===== src/rtl/bit_ops_pkg.sv =====
// -----------------------------------------------------------------------------
// bit_ops_pkg
// Shared definitions for bit-manipulation blocks.
//   shift_op_e : operation select for shifters/rotators
//     OP_ROL - rotate left
//     OP_ROR - rotate right
//     OP_SLL - logical shift left, zero fill
//     OP_SRA - arithmetic shift right, sign fill
// -----------------------------------------------------------------------------
package bit_ops_pkg;

  typedef enum logic [1:0] {
    OP_ROL = 2'd0,
    OP_ROR = 2'd1,
    OP_SLL = 2'd2,
    OP_SRA = 2'd3
  } shift_op_e;

endpackage : bit_ops_pkg


===== src/rtl/barrel_shifter_stage.sv =====
// -----------------------------------------------------------------------------
// barrel_shifter_stage
// One purely combinational stage of a barrel shifter: applies a fixed shift
// of SHIFT positions when en is set, otherwise passes data through.
//   data   : operand
//   en     : apply this stage's shift
//   op     : operation select (shift_op_e)
//   result : shifted / rotated operand
// Cascading stages with SHIFT = 1, 2, 4, ... composes any amount, including
// arithmetic right shift, because each stage refills from the current MSB,
// which still equals the original sign bit.
// -----------------------------------------------------------------------------
module barrel_shifter_stage
  import bit_ops_pkg::*;
#(
  parameter int WIDTH = 8,
  parameter int SHIFT = 1
) (
  input  logic [WIDTH-1:0] data,
  input  logic             en,
  input  shift_op_e        op,
  output logic [WIDTH-1:0] result
);

  always_comb begin
    // NOTE: default assignment first so every path drives result; without it
    // the en=0 path would infer a latch.
    result = data;
    if (en) begin
      unique case (op)
        OP_ROL: result = (data << SHIFT) | (data >> (WIDTH - SHIFT));
        OP_ROR: result = (data >> SHIFT) | (data << (WIDTH - SHIFT));
        OP_SLL: result = data << SHIFT;
        OP_SRA: result = $signed(data) >>> SHIFT;
      endcase
    end
  end

endmodule : barrel_shifter_stage


===== src/rtl/pipelined_barrel_shifter.sv =====
// -----------------------------------------------------------------------------
// pipelined_barrel_shifter
// Valid/ready pipelined barrel shifter / rotator. Stage k applies a shift of
// 2^k when amount bit k is set; every stage output is registered, giving a
// latency of STAGES cycles and one beat per cycle throughput. Stalled bubbles
// collapse, so up to STAGES beats are stored under backpressure.
//   i_clock : clock, rising edge
//   i_reset : synchronous active-high reset (clears valid bits only)
//   i_valid / o_ready : input handshake
//   i_data  : operand, i_amt : amount 0..WIDTH-1, i_op : shift_op_e
//   o_valid / i_ready : output handshake
//   o_data  : result (registered)
// o_ready is a combinational function of i_ready and the stage valid bits.
// -----------------------------------------------------------------------------
module pipelined_barrel_shifter
  import bit_ops_pkg::*;
#(
  parameter  int WIDTH  = 8,
  localparam int STAGES = $clog2(WIDTH)
) (
  input  logic              i_clock,
  input  logic              i_reset,
  input  logic              i_valid,
  output logic              o_ready,
  input  logic [WIDTH-1:0]  i_data,
  input  logic [STAGES-1:0] i_amt,
  input  shift_op_e         i_op,
  output logic              o_valid,
  input  logic              i_ready,
  output logic [WIDTH-1:0]  o_data
);

  if (WIDTH < 2 || (WIDTH & (WIDTH - 1)) != 0) begin : g_bad_width
    $error("pipelined_barrel_shifter: WIDTH must be a power of two >= 2");
  end

  // Stage registers.
  logic [WIDTH-1:0]  data_q  [STAGES];
  logic [STAGES-1:0] amt_q   [STAGES];
  shift_op_e         op_q    [STAGES];
  logic [STAGES-1:0] valid_q;

  // Stage inputs (stage 0 from the ports, stage k from register k-1).
  logic [WIDTH-1:0]  in_data [STAGES];
  logic [STAGES-1:0] in_amt  [STAGES];
  shift_op_e         in_op   [STAGES];
  logic [STAGES-1:0] in_valid;

  logic [WIDTH-1:0]  shifted [STAGES];
  logic [STAGES-1:0] load;

  always_comb begin
    in_data[0]  = i_data;
    in_amt[0]   = i_amt;
    in_op[0]    = i_op;
    in_valid[0] = i_valid;
    for (int k = 1; k < STAGES; k++) begin
      in_data[k]  = data_q[k-1];
      in_amt[k]   = amt_q[k-1];
      in_op[k]    = op_q[k-1];
      in_valid[k] = valid_q[k-1];
    end
  end

  for (genvar k = 0; k < STAGES; k++) begin : g_stage
    barrel_shifter_stage #(
      .WIDTH (WIDTH),
      .SHIFT (2 ** k)
    ) u_stage (
      .data   (in_data[k]),
      .en     (in_amt[k][k]),
      .op     (in_op[k]),
      .result (shifted[k])
    );
  end

  // Stage k may load when it, or any stage downstream of it, has a hole, or
  // when the output is being taken. Walking from the output back lets bubbles
  // collapse without a chained dependency on load itself.
  always_comb begin
    logic all_full;
    all_full = 1'b1;
    load     = '0;
    for (int k = STAGES - 1; k >= 0; k--) begin
      all_full = all_full & valid_q[k];
      load[k]  = i_ready | ~all_full;
    end
  end

  assign o_ready = load[0];

  // NOTE: sequential state uses non-blocking assignments so every register
  // samples pre-edge values and all stages advance together.
  always_ff @(posedge i_clock) begin
    if (i_reset) begin
      valid_q <= '0;
    end else begin
      for (int k = 0; k < STAGES; k++) begin
        if (load[k]) valid_q[k] <= in_valid[k];
      end
    end
  end

  // NOTE: the datapath registers are deliberately not reset; they are only
  // meaningful when the matching valid bit is set, and leaving them out of
  // reset keeps the wide payload free of reset fan-out.
  always_ff @(posedge i_clock) begin
    for (int k = 0; k < STAGES; k++) begin
      if (load[k]) begin
        data_q[k] <= shifted[k];
        amt_q[k]  <= in_amt[k];
        op_q[k]   <= in_op[k];
      end
    end
  end

  assign o_data  = data_q[STAGES-1];
  assign o_valid = valid_q[STAGES-1];

  // The last stage's op and the already-consumed amount bits have no reader;
  // they are kept so every stage register has the same shape.
  logic unused_bits;
  always_comb begin
    unused_bits = ^{op_q[STAGES-1]};
    for (int k = 0; k < STAGES; k++) unused_bits = unused_bits ^ (^amt_q[k]);
  end

endmodule : pipelined_barrel_shifter

===== config.mk =====
export PLATFORM = sky130hd
export DESIGN_NAME = pipelined_barrel_shifter
export DESIGN_NICKNAME = d
export VERILOG_FILES = /design/src/rtl/bit_ops_pkg.sv /design/src/rtl/barrel_shifter_stage.sv /design/src/rtl/pipelined_barrel_shifter.sv
export SDC_FILE = /design/constraint.sdc
export NUM_CORES = 1
export LEC_CHECK = 0
export ABC_CLOCK_PERIOD_IN_PS = 3050
export CORE_MARGIN = 3
export CORE_UTILIZATION = 59
export CTS_BUF_LIST = sky130_fd_sc_hd__clkbuf_2 sky130_fd_sc_hd__clkbuf_4 sky130_fd_sc_hd__clkbuf_8
export DETAILED_ROUTE_END_ITERATION = 6
export PLACE_DENSITY_LB_ADDON = 0.1
export SLEW_MARGIN = 20
export SYNTH_ARGS = -nofsm -noshare
export SYNTH_HDL_FRONTEND = slang
export SYNTH_SLANG_ARGS = --single-unit

===== constraint.sdc =====
create_clock -name i_clock -period 3.05 [get_ports i_clock]
set_input_delay 0.915 -clock i_clock [delete_from_list [all_inputs] [get_ports i_clock]]
set_output_delay 0.915 -clock i_clock [all_outputs]
set_load 0.005 [all_outputs]

==> impl_metrics.py <==
metrics = {
    "clocking": {
        "cts_tree": "built",
        "clockRootBuffer": "clkbuf_4",
        "clkLatencyLatePin_ns": 0.33,
        "clk_pin_slew_worst_paths_ns": 0.10,
        "cts_setup_buffers": 0,
        "cts.repair.resized": 1,
        "clock-sinks": 34,
        "cts_buffer_depth": 2,
        "ctsHoldBuffers": 0,
        "cts_max_level": 2,
        "cts_buffers": 5,
    },
    "place": {
        "dpl.hpwl_um": 2010,
        "gp_congestion": 0.819,
        "portBuffers": 26,
        "dpl-instance-area_mm2": 0.00182,
    },
    "detailed_routing": {
        "wl_met2_um": 1430,
        "wl_met1_um": 884,
        "met3_length_um": 181,
        "drt_iter0_drc": 18,
        "top_layer": "met4",
        "drt_first_pass_iters": 4,
        "vias": 1087,
        "wl_per_cell_um": 13.5,
        "drtAntennaViolNets": 0,
        "drcViolationCount": 0,
        "drt_wl_total_um": 2590,
        "via_per_inst": 5.69,
    },
    "global_route": {
        "grt_max_degree": 18,
        "grt-ovfl-total": 0,
        "antenna_found_initial": 0,
        "grt_pass1_vias": 1026,
        "grt_usage_pct": 16.8,
        "grt_pass1_wl_um": 4090,
    },
    "critical_path": {
        "arrival_ns": 1.92,
        "reg2reg_to": "data_q[0][11]",
        "crit-reg2reg-launch": "valid_q[2]",
        "endpoint_kind": "output port",
        "ff2ff_setup_slack_ns": 1.72,
        "reg2reg_depth": 3,
        "critPathKind": "input pin to output port",
        "critPathRequiredTime_ns": 2.13,
        "cp_max_fo": 2,
        "worstSetupStartpointType": "input pin",
    },
    "worst_hold_path": {
        "hold_start": "amt_q[0][2]",
        "hold_depth": 0,
        "hold_end": "amt_q[0][5]",
        "hp-class": "flop to flop",
    },
    "floorplan": {
        "ioPinCount": 27,
        "die_h_um": 58.4,
        "start_util_pct": 63.7,
        "die_x_um": 58.4,
        "core_mm2": 0.00254,
        "dieArea_mm2": 0.00341,
        "row_count": 18,
    },
    "synthesis": {
        "ys_types": 19,
        "synth_area_mm2": 0.00162,
        "synth_seq_cells": 34,
        "synth_nets": 156,
        "synth_cells": 139,
        "yosysSeqAreaShare_pct": 61.2,
        "ys_warn_count": 0,
        "synth_area_per_cell_um2": 11.7,
    },
    "sta": {
        "tightest_slew_ns": 0.493,
        "relSlewSlack_pct": 67.0,
        "timing.setup.tns_ns": 0,
        "post-route-period-util_pct": 92.9,
        "fin_skew_ns": 0.0138,
        "setup_viol": 0,
        "max_freq_mhz": 353,
        "hold_slack_ns": 0.420,
        "slew_viol_final": 0,
        "hold_viol_final": 0,
        "rsz0062_at_grt": "no",
        "min_period_ns": 2.83,
    },
    "final_layout": {
        "n_antenna_cell": 0,
        "drive_above_1_share_pct": 7.45,
        "fin_nets": 177,
        "layout_commonest_cell": "edfxtp_1",
        "nFillCells": 178,
        "final_area_mm2": 0.00188,
        "mostFrequentLayoutCells": "edfxtp_1, clkdlybuf4s50_1, a21oi_1",
        "area_delta_synth_final_pct": 15.8,
    },
    "flow_run": {
        "maxCapViolations": 0,
    },
    "power_and_ir_drop": {
        "peakVddDrop_v": 0.000378,
        "power_w": 0.000953,
        "p_leak_nw": 0.736,
        "powerDensity_mw_per_mm2": 508,
    },
    "run_status": {
        "status": "finished, final reports clean",
    },
}
layout make-up:
cell class,count,area (um2),area share [%]
flip-flops and latches,34,991,52.8
multi-input cells,85,497,26.5
repair buffers,28,274,14.6
clock buffers,6,45.0,2.40
well taps,30,37.5,2.00
inverters,6,22.5,1.20
clock inverters,2,8.76,0.467
critical path: stages:
cell,delay (ns)
clkdlybuf4s50_1,0.45
and2b_2,0.22
nand3_1,0.10
dlygate4sd2_1,0.24
per-stage QoR:
stage                     setup WS, ns  utilization [%]  std cells
after floorplan                  0.624                -        139
after global placement         -0.0452             71.6        183
after detailed placement       -0.0518             71.6        183
after CTS                        0.209             73.7        191
after global routing             0.165             73.7        191
final                            0.215             73.7        191
routing by layer:
metal | track usage, % | vias up
li1 | - | 541
met1 | 12.7 | 502
met2 | 31.6 | 35
met3 | 7.24 | 9
met4 | 13.6 | 0
met5 | 0 | -
cell families (layout without fill, tap and decap cells):
group           after synthesis  count (layout)  synth area share [%]
compound gates               33              33                  11.1
buf+inv                      20              42                  8.18
flops                        34              34                  61.2
mux                          15              15                  9.65
simple gates                 37              37                  9.88
registers in the layout, indices dropped and copies added, names as in the netlist:
| register | cells |
|---|---|
| amt_q | 3 |
| valid_q | 3 |
| data_q | 24 |
| op_q | 4 |
Yosys cell counts:
cell	instances	area, um2
buf_4	11	82.6
nor2b_1	1	6.26
buf_2	1	5.00
and2b_2	1	8.76
o22ai_1	6	37.5
and3_1	1	6.26
nand2_1	7	26.3
nor2_1	22	82.6
edfxtp_1	31	931
mux2_2	1	11.3
mux2_4	1	15.0
buf_6	2	22.5
dfxtp_1	3	60.1
nand2b_1	4	25.0
mux2i_1	13	130
a22oi_1	3	22.5
inv_1	6	22.5
a21oi_1	24	120
nand3_1	1	5.00
how the worst max path moves through the flow:
stage	slack [ns]	endpoint	start
finish	0.22	o_ready	i_ready
global route	0.16	o_ready	i_ready
CTS	0.21	o_ready	i_ready
detailed placement	-0.05	o_ready	i_ready
global placement	-0.05	o_ready	i_ready
floorplan	0.62	o_ready	i_ready
report_power, final:
part / internal (W) / total (W) / switching [W]
Clock: 0.0000953 / 0.000233 / 0.000137
Combinational: 0.0000794 / 0.000130 / 0.0000501
Sequential: 0.000560 / 0.000591 / 0.0000312
Total: 0.000734 / 0.000953 / 0.000219
(Power assumes the default switching activity.)
